[config.mk]
export PLATFORM = sky130hd
export DESIGN_NAME = branch_resolve_unit
export DESIGN_NICKNAME = d
export VERILOG_FILES = /design/src/rtl/branch_resolve_unit_pkg.sv /design/src/rtl/branch_resolve_unit_cond_eval.sv /design/src/rtl/branch_resolve_unit.sv
export SDC_FILE = /design/constraint.sdc
export NUM_CORES = 1
export LEC_CHECK = 0
export ABC_AREA = 0
export ABC_CLOCK_PERIOD_IN_PS = 6300
export CORE_MARGIN = 10
export CORE_UTILIZATION = 48
export DETAILED_ROUTE_END_ITERATION = 16
export PLACE_DENSITY = 0.87
export SYNTH_ARGS = -nofsm -noshare
export SYNTH_HDL_FRONTEND = slang
export SYNTH_SLANG_ARGS = --single-unit
[constraint.sdc]
create_clock -name clk -period 6.3 [get_ports clk]
set_clock_uncertainty 0.1 [all_clocks]
set_input_delay 0.945 -clock clk [delete_from_list [all_inputs] [get_ports clk]]
set_output_delay 0.945 -clock clk [all_outputs]
set_load 0.02 [all_outputs]
[src/rtl/branch_resolve_unit_pkg.sv]
// Shared constants for the branch resolve unit: condition encodings and the
// predictor counter reset value.
package branch_resolve_unit_pkg;

    localparam logic [2:0] COND_NONE = 3'b000;
    localparam logic [2:0] COND_BEQ  = 3'b001;
    localparam logic [2:0] COND_BNE  = 3'b010;
    localparam logic [2:0] COND_BLTZ = 3'b011;
    localparam logic [2:0] COND_BGEZ = 3'b100;
    localparam logic [2:0] COND_BLEZ = 3'b101;
    localparam logic [2:0] COND_BGTZ = 3'b110;
    localparam logic [2:0] COND_JUMP = 3'b111;

    // Weakly not-taken
    localparam logic [1:0] CTR_INIT = 2'b01;

endpackage

[src/rtl/branch_resolve_unit_cond_eval.sv]
// Combinational branch condition evaluator: derives zero/negative flags from
// the ALU result and selects the outcome for the given condition code.
module branch_cond_eval
    import branch_resolve_unit_pkg::*;
#(
    parameter int DATA_W = 32
) (
    input  logic [DATA_W-1:0] alu_result,
    input  logic [2:0]        res_cond,
    output logic              taken
);

    logic zero;
    logic neg;

    assign zero = (alu_result == '0);
    assign neg  = alu_result[DATA_W-1];

    always_comb begin
        taken = 1'b0;
        case (res_cond)
            COND_NONE: taken = 1'b0;
            COND_BEQ:  taken = zero;
            COND_BNE:  taken = !zero;
            COND_BLTZ: taken = neg;
            COND_BGEZ: taken = !neg;
            COND_BLEZ: taken = neg | zero;
            COND_BGTZ: taken = !neg & !zero;
            COND_JUMP: taken = 1'b1;
            default:   taken = 1'b0;
        endcase
    end

endmodule

[src/rtl/branch_resolve_unit.sv]
// Branch resolve unit: registers the branch decision, trains a table of 2-bit
// saturating predictors and keeps saturating resolve/mispredict statistics.
module branch_resolve_unit
    import branch_resolve_unit_pkg::*;
#(
    parameter int DATA_W    = 32,
    parameter int PC_W      = 32,
    parameter int BHT_DEPTH = 16,
    parameter int CNT_W     = 16
) (
    input  logic              clk,
    input  logic              rst_n,
    input  logic [PC_W-1:0]   pred_pc,
    output logic              pred_taken,
    input  logic              res_valid,
    input  logic [PC_W-1:0]   res_pc,
    input  logic [2:0]        res_cond,
    input  logic [DATA_W-1:0] alu_result,
    input  logic              res_pred_taken,
    output logic              br_taken,
    output logic              mispredict,
    output logic              done,
    output logic [CNT_W-1:0]  resolved_cnt,
    output logic [CNT_W-1:0]  mispredict_cnt
);

    localparam int IDX_W = $clog2(BHT_DEPTH);

    logic [1:0]       bht [BHT_DEPTH];
    logic [IDX_W-1:0] lookup_idx;
    logic [IDX_W-1:0] update_idx;
    logic             taken;
    logic             counted;
    logic             trains;
    logic             miss;
    logic             unused_pc;

    branch_cond_eval #(.DATA_W(DATA_W)) u_cond_eval (
        .alu_result (alu_result),
        .res_cond   (res_cond),
        .taken      (taken)
    );

    // Word-aligned PCs: the low two bits never select an entry
    assign lookup_idx = pred_pc[IDX_W+1:2];
    assign update_idx = res_pc[IDX_W+1:2];
    assign unused_pc  = ^{pred_pc, res_pc};

    assign pred_taken = bht[lookup_idx][1];

    // Unconditional jumps are counted and can mispredict but never train
    assign counted = res_valid && (res_cond != COND_NONE);
    assign trains  = counted && (res_cond != COND_JUMP);
    assign miss    = counted && (taken != res_pred_taken);

    always_ff @(posedge clk or negedge rst_n) begin
        if (!rst_n) begin
            for (int i = 0; i < BHT_DEPTH; i++) begin
                bht[i] <= CTR_INIT;
            end
        end else if (trains) begin
            if (taken && bht[update_idx] != 2'b11) begin
                bht[update_idx] <= bht[update_idx] + 2'b01;
            end else if (!taken && bht[update_idx] != 2'b00) begin
                bht[update_idx] <= bht[update_idx] - 2'b01;
            end
        end
    end

    always_ff @(posedge clk or negedge rst_n) begin
        if (!rst_n) begin
            br_taken   <= 1'b0;
            mispredict <= 1'b0;
            done       <= 1'b0;
        end else begin
            br_taken   <= res_valid && taken;
            mispredict <= miss;
            done       <= res_valid;
        end
    end

    // Statistics hold at all-ones rather than wrapping
    always_ff @(posedge clk or negedge rst_n) begin
        if (!rst_n) begin
            resolved_cnt   <= '0;
            mispredict_cnt <= '0;
        end else begin
            if (counted && resolved_cnt != '1) begin
                resolved_cnt <= resolved_cnt + CNT_W'(1);
            end
            if (miss && mispredict_cnt != '1) begin
                mispredict_cnt <= mispredict_cnt + CNT_W'(1);
            end
        end
    end

endmodule

==> results of run 1 <==
## cell type report
type | instances | area share (%)
Inverter | 12 | 0.960
Tap cell | 99 | 2.64
Multi-Input combinational cell | 197 | 38.2
Timing Repair Buffer | 84 | 17.7
Sequential cell | 67 | 36.2
Clock buffer | 11 | 3.01
Clock inverter | 5 | 1.31
## routing by layer
| layer | routed length, µm | track usage (%) | vias to the layer above |
|---|---|---|---|
| met1 | 3790 | 18.7 | 1348 |
| met2 | 4260 | 25.9 | 87 |
| met3 | 493 | 3.38 | 15 |
| li1 | - | - | 1244 |
| met5 | 0 | 0 | - |
| met4 | 177 | 6.29 | 0 |
## cell usage after synthesis, drive strengths merged, types with 2 or more instances
master  instances
nand3          10
clkbuf          7
mux4           14
nor3           10
a31oi           3
buf             3
and2            3
nand2          14
mux2           36
nand4          10
o31ai           2
and3            3
inv            12
nor2b           4
and4b           8
dfrtp          51
and4bb          4
a21oi           2
nor2           10
or3             3
xor2           11
xnor2          19
ha              4
nor4           13
dfstp          16
and4            3
## power by group through the flow
| stage | combinational, µW | sequential [µW] | clock (µW) |
|---|---|---|---|
| finish | 589 | 725 | 367 |
| global route | 640 | 748 | 387 |
| CTS | 595 | 726 | 370 |
| detailed placement | 592 | 731 | 0 |
| global placement | 568 | 718 | 0 |
| floorplan | 317 | 759 | 0 |
## kinds of logic after synthesis
logic type | synth area share [%]
AOI/OAI and AO/OA | 2.86
xor gates and xnor gates | 7.33
adders and majority gates | 1.40
buffers and inverters | 2.58
DFF | 47.4
muxes | 20.5
and+or+nand+nor | 18.0
## critical path: stages
cell             delay [ns]
clkdlybuf4s50_1        0.91
mux4_2                 0.59
mux2_2                 0.31
o21ai_1                0.39
inv_1                  0.10
ha_1                   0.25
a211oi_4               0.60
and4bb_2               0.39
mux2_2                 0.34
## final timing paths
path	slack, ns	endpoint
max in group asynchronous	4.87	resolved_cnt[1]
min	0.40	resolved_cnt[11]
max	1.61	bht[25]
max reg2reg	2.89	bht[25]
min in group asynchronous	0.66	mispredict_cnt[3]
min reg2reg	0.40	resolved_cnt[11]
## per-stage QoR
step                      util (%)  hold WS (ns)  total power, µW  worst slack [ns]
final                         64.7         0.397             1680              1.61
after global routing          64.7         0.433             1770              1.36
after CTS                     64.7         0.403             1690              1.62
after detailed placement      61.9         0.393             1320              1.27
after global placement        61.9         0.380             1290              1.35
after floorplan                  -         0.370             1080              2.46
==> out/metrics.csv, run 1 <==
metric,value,unit
status,"finished, final reports clean",
antenna_cells,0,
synth_area_leaders,"dfrtp_1, dfstp_2, mux4_2, mux2_1, mux2_2",
synth_largest_area_cell,dfrtp_1,
ant_nets,0,
reg2reg_depth,8,
whs_path_depth,1,
yosysTopAreaCellShare,35.6,%
hp-class,reg -> reg,
drc,0,
mostFrequentLayoutCell,clkdlybuf4s50_1,
cts_root_buf,clkbuf_8,
clock_path_buffers,2,
first_iter_violations,91,
critPathCaptureType,flop,
vias,2694,
ir_worst_vdd,0.204,mV
syn_area,0.00358,mm²
arrival,4.82,ns
regArea,0.00170,mm²
intPower,1110,µW
chipWidth,106,µm
avgSynthCellArea,12.5,µm²
cts_made_buffers,9,
stdcell_count,475,
finalHoldViolations,0,
p_sw_share,33.6,%
start_kind,input port,
wirelength,8.72,mm
cts-htree-levels,3,
final_cell_mix,"clkdlybuf4s50_1, dfrtp_1, mux2_1",
start_util,49.4,%
placed_area,0.00449,mm²
grt_pass1_wl,14.5,mm
cts_resized,0,
tritoncts,built,
fin_nets,478,
grt_max_degree,68,
synth-warning-count,0,
p_switching,565,µW
clkTransAtPathRegs,0.07,ns
ctsHoldBuffers,0,
power_frac_clock,21.8,%
powerDensity,358,mW/mm²
gp_congestion,0.887,
post-route-period-util,74.5,%
rows,31,
multiInputGateArea,0.00179,mm²
synth-async-reset-ratio,100,%
groute.usage.overall,15.4,%
synth_edf_count,0,
num-fill-cells,549,
final_area,0.00469,mm²
die_h,106,µm
grt_pass1_vias,2865,
crit_start,res_pc[2],
tightest_slew,1.17,ns
core,0.00725,mm²
hp-start,resolved_cnt[11],
clock-sinks,67,
crit_type,in -> reg,
antenna_found_initial,0,
grt_overflow,0,
timing.slew.headroom,21.7,%
vias_per_cell,5.67,
setup_tns,0,ns
setup_violations,0,
clk_latency,0.34,ns
period_minus_slack,4.69,ns
clock.fmax,0.213,GHz
port_buffers,82,
die_area,0.0113,mm²
critPathMaxFanout,16,
p_seq_share,43.1,%
ys_ff_latch,67,
dpl.hpwl,6.43,mm
first_pass_iters,4,
rsz0062_at_grt,false,
wl_per_cell,18.4,µm
ys_seq_area_share,47.4,%
io_pins,139,
synthDistinctLibCells,43,
drive_gt1_share,19.7,%
leakage,0.00194,µW
ys.flop_type,dfrtp_1,
cts_setup_buffers,0,
cap_violations,0,
area_growth,31.0,%
syn-num-nets,393,
required,6.43,ns
p_comb_share,35.0,%
slew_viol_final,0,
placedCellCount,459,
netlist_instances,286,
Note: power is estimated with default switching activity, not from simulation.
==> run 2: changes to the inputs <==
Settings changed: ABC_CLOCK_PERIOD_IN_PS 6300 to 3800, CORE_UTILIZATION 48 to 40, PLACE_DENSITY 0.87 to 0.77.
Clock period 6.3 ns to 3.8 ns, I/O delays scaled along.
==> out/metrics.csv, run 2 (same netlist as run 1, synthesis figures left out) <==
metric,value,unit
tritoncts,built,
path_common_cell,buf_12,
antenna_cells,0,
start_kind,input port,
drc,0,
antenna_found_initial,0,
first_pass_iters,4,
max_stage_delay,0.51,ns
clock_path_buffers,2,
critPathMaxFanout,16,
drive_gt1_share,21.5,%
rsz0062_at_grt,false,
grt_pass1_vias,2854,
timing.slew.headroom,52.7,%
grt_overflow,0,
leakage,0.00199,µW
mostFrequentLayoutCell,clkdlybuf4s50_1,
gp_congestion,0.784,
wl_per_cell,17.2,µm
io_pins,139,
setup_tns,0,ns
powerDensity,582,mW/mm²
tightest_slew,0.709,ns
start_util,41.1,%
die_h,115,µm
die_area,0.0131,mm²
cts-htree-levels,3,
ir_worst_vdd,0.383,mV
grt_pass1_wl,14.3,mm
post-route-period-util,95.5,%
cts_made_buffers,9,
clock.fmax,0.276,GHz
finalHoldViolations,0,
clock-sinks,67,
ant_nets,0,
reg2reg_depth,11,
fin_nets,488,
stdcell_count,494,
slew_viol_final,0,
holdWs,0.178,ns
wirelength,8.51,mm
groute.usage.overall,13.3,%
period_minus_slack,3.63,ns
vias,2689,
vias_per_cell,5.44,
grt_max_degree,37,
clk_latency,0.33,ns
rows,34,
critPathCaptureType,flop,
cp_cell_sequence,"clkdlybuf4s50_1, buf_12, mux4_2, mux2_2, o21ai_1, buf_4, ha_1, a31oi_1, o221ai_2, a211oi_4, buf_12, and4b_1, mux2_1",
place_ws,-0.271,ns
setup_violations,0,
hp-class,in -> async,
required,3.90,ns
final_cell_mix,"clkdlybuf4s50_1, dfrtp_1, mux2_1",
first_iter_violations,82,
cts_root_buf,clkbuf_8,
port_buffers,82,
cap_violations,0,
placedCellCount,477,
chipWidth,115,µm
dpl.hpwl,6.44,mm
fin_ws,0.171,ns
slowest_stage,clkdlybuf4s50_1,
core,0.00872,mm²
arrival,3.73,ns
area_growth,34.2,%
clkTransAtPathRegs,0.08,ns
crit_type,in -> reg,
status,"finished, final reports clean",
-- run 2: cell types whose count changed in the layout (fill, tap and decap cells not counted), sizes merged --
cell / before / now
clkbuf: 11 / 13
clkinv: 3 / 2
inv: 13 / 12
buf: 3 / 13
-- run 2: area by class of cell --
type | instances | area, µm²
Inverter | 12 | 45.0
Clock inverter | 3 | 40.0
Clock buffer | 13 | 149
Sequential cell | 67 | 1700
Multi-Input combinational cell | 197 | 1800
Tap cell | 108 | 135
Fill cell | 717 | 3910
Timing Repair Buffer | 94 | 943
-- run 2: worst paths after layout --
check                                             endpoint             start  slack (ns)
worst max-delay path                               bht[11]         res_pc[2]        0.17
worst min-delay path                     mispredict_cnt[3]             rst_n        0.18
worst max register to register                     bht[11]              flop        0.77
worst min register to register            resolved_cnt[15]  resolved_cnt[15]        0.39
max in group asynchronous       asynchronous set/reset pin             rst_n        2.46
min in group clk                          resolved_cnt[15]  resolved_cnt[15]        0.39
-- run 2: report_power, final --
group / switching, µW / total (µW) / internal [µW]
Clock: 254 / 574 / 320
Combinational: 468 / 1020 / 553
Sequential: 196 / 1210 / 1010
Total: 918 / 2800 / 1880
-- run 2: stage by stage --
step	util [%]	total power, µW	area (µm²)
finish	55.1	2800	4810
CTS	54.8	2820	4780
detailed placement	52.7	2240	4590
global route	55.1	2990	4810
global placement	52.7	2190	4590
floorplan	-	1780	3580
-- run 2: repair_timing --
item / in CTS / in global routing
endpoints found under the setup margin: 0 / 22
resized for setup: 0 / 1
buffers inserted: 0 / 1
hold buffers: 0 / 0
-- run 2: critical path, delay by kind of cell --
| kind | cells | cell delay, ns |
|---|---|---|
| AOI/OAI and AO/OA | 4 | 0.64 |
| muxes | 3 | 1.12 |
| and+or+nand+nor | 1 | 0.21 |
| buffers and inverters | 4 | 1.00 |
| adders and majority gates | 1 | 0.18 |
-- run 2: metal layers --
layer  up-vias  share of wire [%]  GRT usage [%]
met2        72                 50           22.3
met4         0                1.0           5.01
met3         4                6.2           3.41
met5         -                  0              0
li1       1256                  -              -
met1      1357                 43           16.0
==> run 3: changes to the inputs <==
Settings changed: ABC_AREA 0 to 1, CORE_UTILIZATION 40 to 43, SETUP_SLACK_MARGIN from default to 0.02.
==> out/metrics.csv, run 3 <==
metric,value,unit
yosysTopAreaCellShare,28.0,%
avgSynthCellArea,7.25,µm²
period_minus_slack,3.28,ns
cts_setup_buffers,0,
synth-async-reset-ratio,100,%
synth_edf_count,0,
total_power,2260,µW
vias_per_cell,5.34,
syn_area,0.00455,mm²
synth_largest_area_cell,dfrtp_1,
critPathCaptureType,output port,
clock-sinks,67,
ir_worst_vdd,0.190,mV
status,"finished, final reports clean",
clkTransAtPathRegs,0.08,ns
synth-simple-area-share,41.9,%
gp_congestion,0.897,
synth_compound_area_share,5.44,%
first_iter_violations,383,
groute.usage.overall,17.4,%
synthDistinctLibCells,42,
cts_made_buffers,9,
arrival,2.61,ns
start_kind,input port,
setup_tns,0,ns
dpl.hpwl,9.05,mm
die_h,123,µm
powerDensity,397,mW/mm²
mostFrequentLayoutCell,nand2_1,
synth_adder_area_share,1.10,%
synth_area_leaders,"dfrtp_1, nand2_1, dfstp_2, nor2_1, nand3_1",
area_growth,25.0,%
antenna_cells,0,
clock.fmax,0.305,GHz
drc,0,
tritoncts,built,
slew_viol_final,0,
io_pins,139,
num-fill-cells,975,
wl_per_cell,14.6,µm
core,0.0103,mm²
clk_latency,0.37,ns
ys_seq_area_share,37.3,%
critPathMaxFanout,11,
syn-num-nets,735,
grt_pass1_vias,4793,
leakage,0.00257,µW
cap_violations,0,
vias,4547,
grt_pass1_wl,21.9,mm
die_area,0.0151,mm²
required,3.13,ns
port_buffers,82,
synth-warning-count,0,
hp-class,in -> async,
ys_top_cells_by_count,"nand2_1, nor2_1, inv_1, dfrtp_1, nand3_1",
chipWidth,123,µm
finalHoldViolations,0,
ys.flop_type,dfrtp_1,
synth_mux_area_share,1.37,%
cts_root_buf,clkbuf_8,
setup_violations,0,
antenna_found_initial,0,
ctsHoldBuffers,0,
timing.slew.headroom,51.9,%
post-route-period-util,86.4,%
yosysMostFrequentCell,nand2_1,
clock_path_buffers,2,
synth_top_family_by_area,simple AND/OR/NAND/NOR gates,
rows,37,
ys_ff_latch,67,
drive_gt1_share,11.0,%
start_util,44.1,%
grt_overflow,0,
final_cell_mix,"nand2_1, nor2_1, clkdlybuf4s50_1",
cts_resized,0,
ant_nets,0,
first_pass_iters,6,
cts-htree-levels,3,
tightest_slew,0.722,ns
crit_type,in -> out,
rsz0062_at_grt,false,
grt_max_degree,36,
wirelength,12.4,mm
synthXorXnorAreaFrac,5.58,%
fin_nets,817,
reg2reg_depth,11,
netlist_instances,628,
[run 3: layout make-up]
cell class	instances	area, µm²	area share (%)
Inverter	57	214	3.76
Timing Repair Buffer	91	883	15.5
Multi-Input combinational cell	484	2520	44.4
Clock buffer	9	124	2.18
Clock inverter	7	75.1	1.32
Sequential cell	67	1700	29.8
Tap cell	136	170	2.99
[run 3: final timing paths]
kind / endpoint / slack (ns) / from
max in group asynchronous: asynchronous set/reset pin / 2.50 / rst_n
hold reg to reg: flop / 0.37 / flop
min in group clk: flop / 0.37 / flop
setup / recovery: pred_taken / 0.52 / pred_pc[2]
setup reg to reg: bht[3] / 1.30 / flop
hold / removal: bht[15] / 0.15 / rst_n
[run 3: cell families after synthesis]
| logic type | Yosys count |
|---|---|
| AOI/OAI and AO/OA | 40 |
| xor gates and xnor gates | 29 |
| adders and majority gates | 4 |
| buffers and inverters | 77 |
| DFF | 67 |
| muxes | 6 |
| and+or+nand+nor | 405 |
[run 3: per-stage QoR]
step	area (µm²)	setup slack, ns	instances	hold WS, ns	utilization [%]
after global routing	5690	0.395	851	0.211	55.1
after global placement	5490	0.423	835	0.353	53.2
final	5690	0.517	851	0.151	55.1
after CTS	5690	0.520	851	0.175	55.1
after floorplan	4550	0.795	628	0.174	-
after detailed placement	5490	0.367	835	0.356	53.2
[run 3: critical path, stage by stage]
cell	delay, ns
clkdlybuf4s50_1	0.77
mux2i_1	0.15
o21ai_0	0.19
a21oi_1	0.07
o31ai_1	0.21
clkdlybuf4s50_1	0.65
[run 3: power by group]
part,switching [µW],internal (µW)
logic,383,279
registers,120,856
clock network,312,306
[run 3: per-layer routing]
layer	global-route usage, %	vias up	wire (µm)
met5	0	-	0
met4	7.36	0	230
met3	4.73	26	1020
met2	29.9	175	6110
met1	19.9	2118	5070
li1	-	2228	-
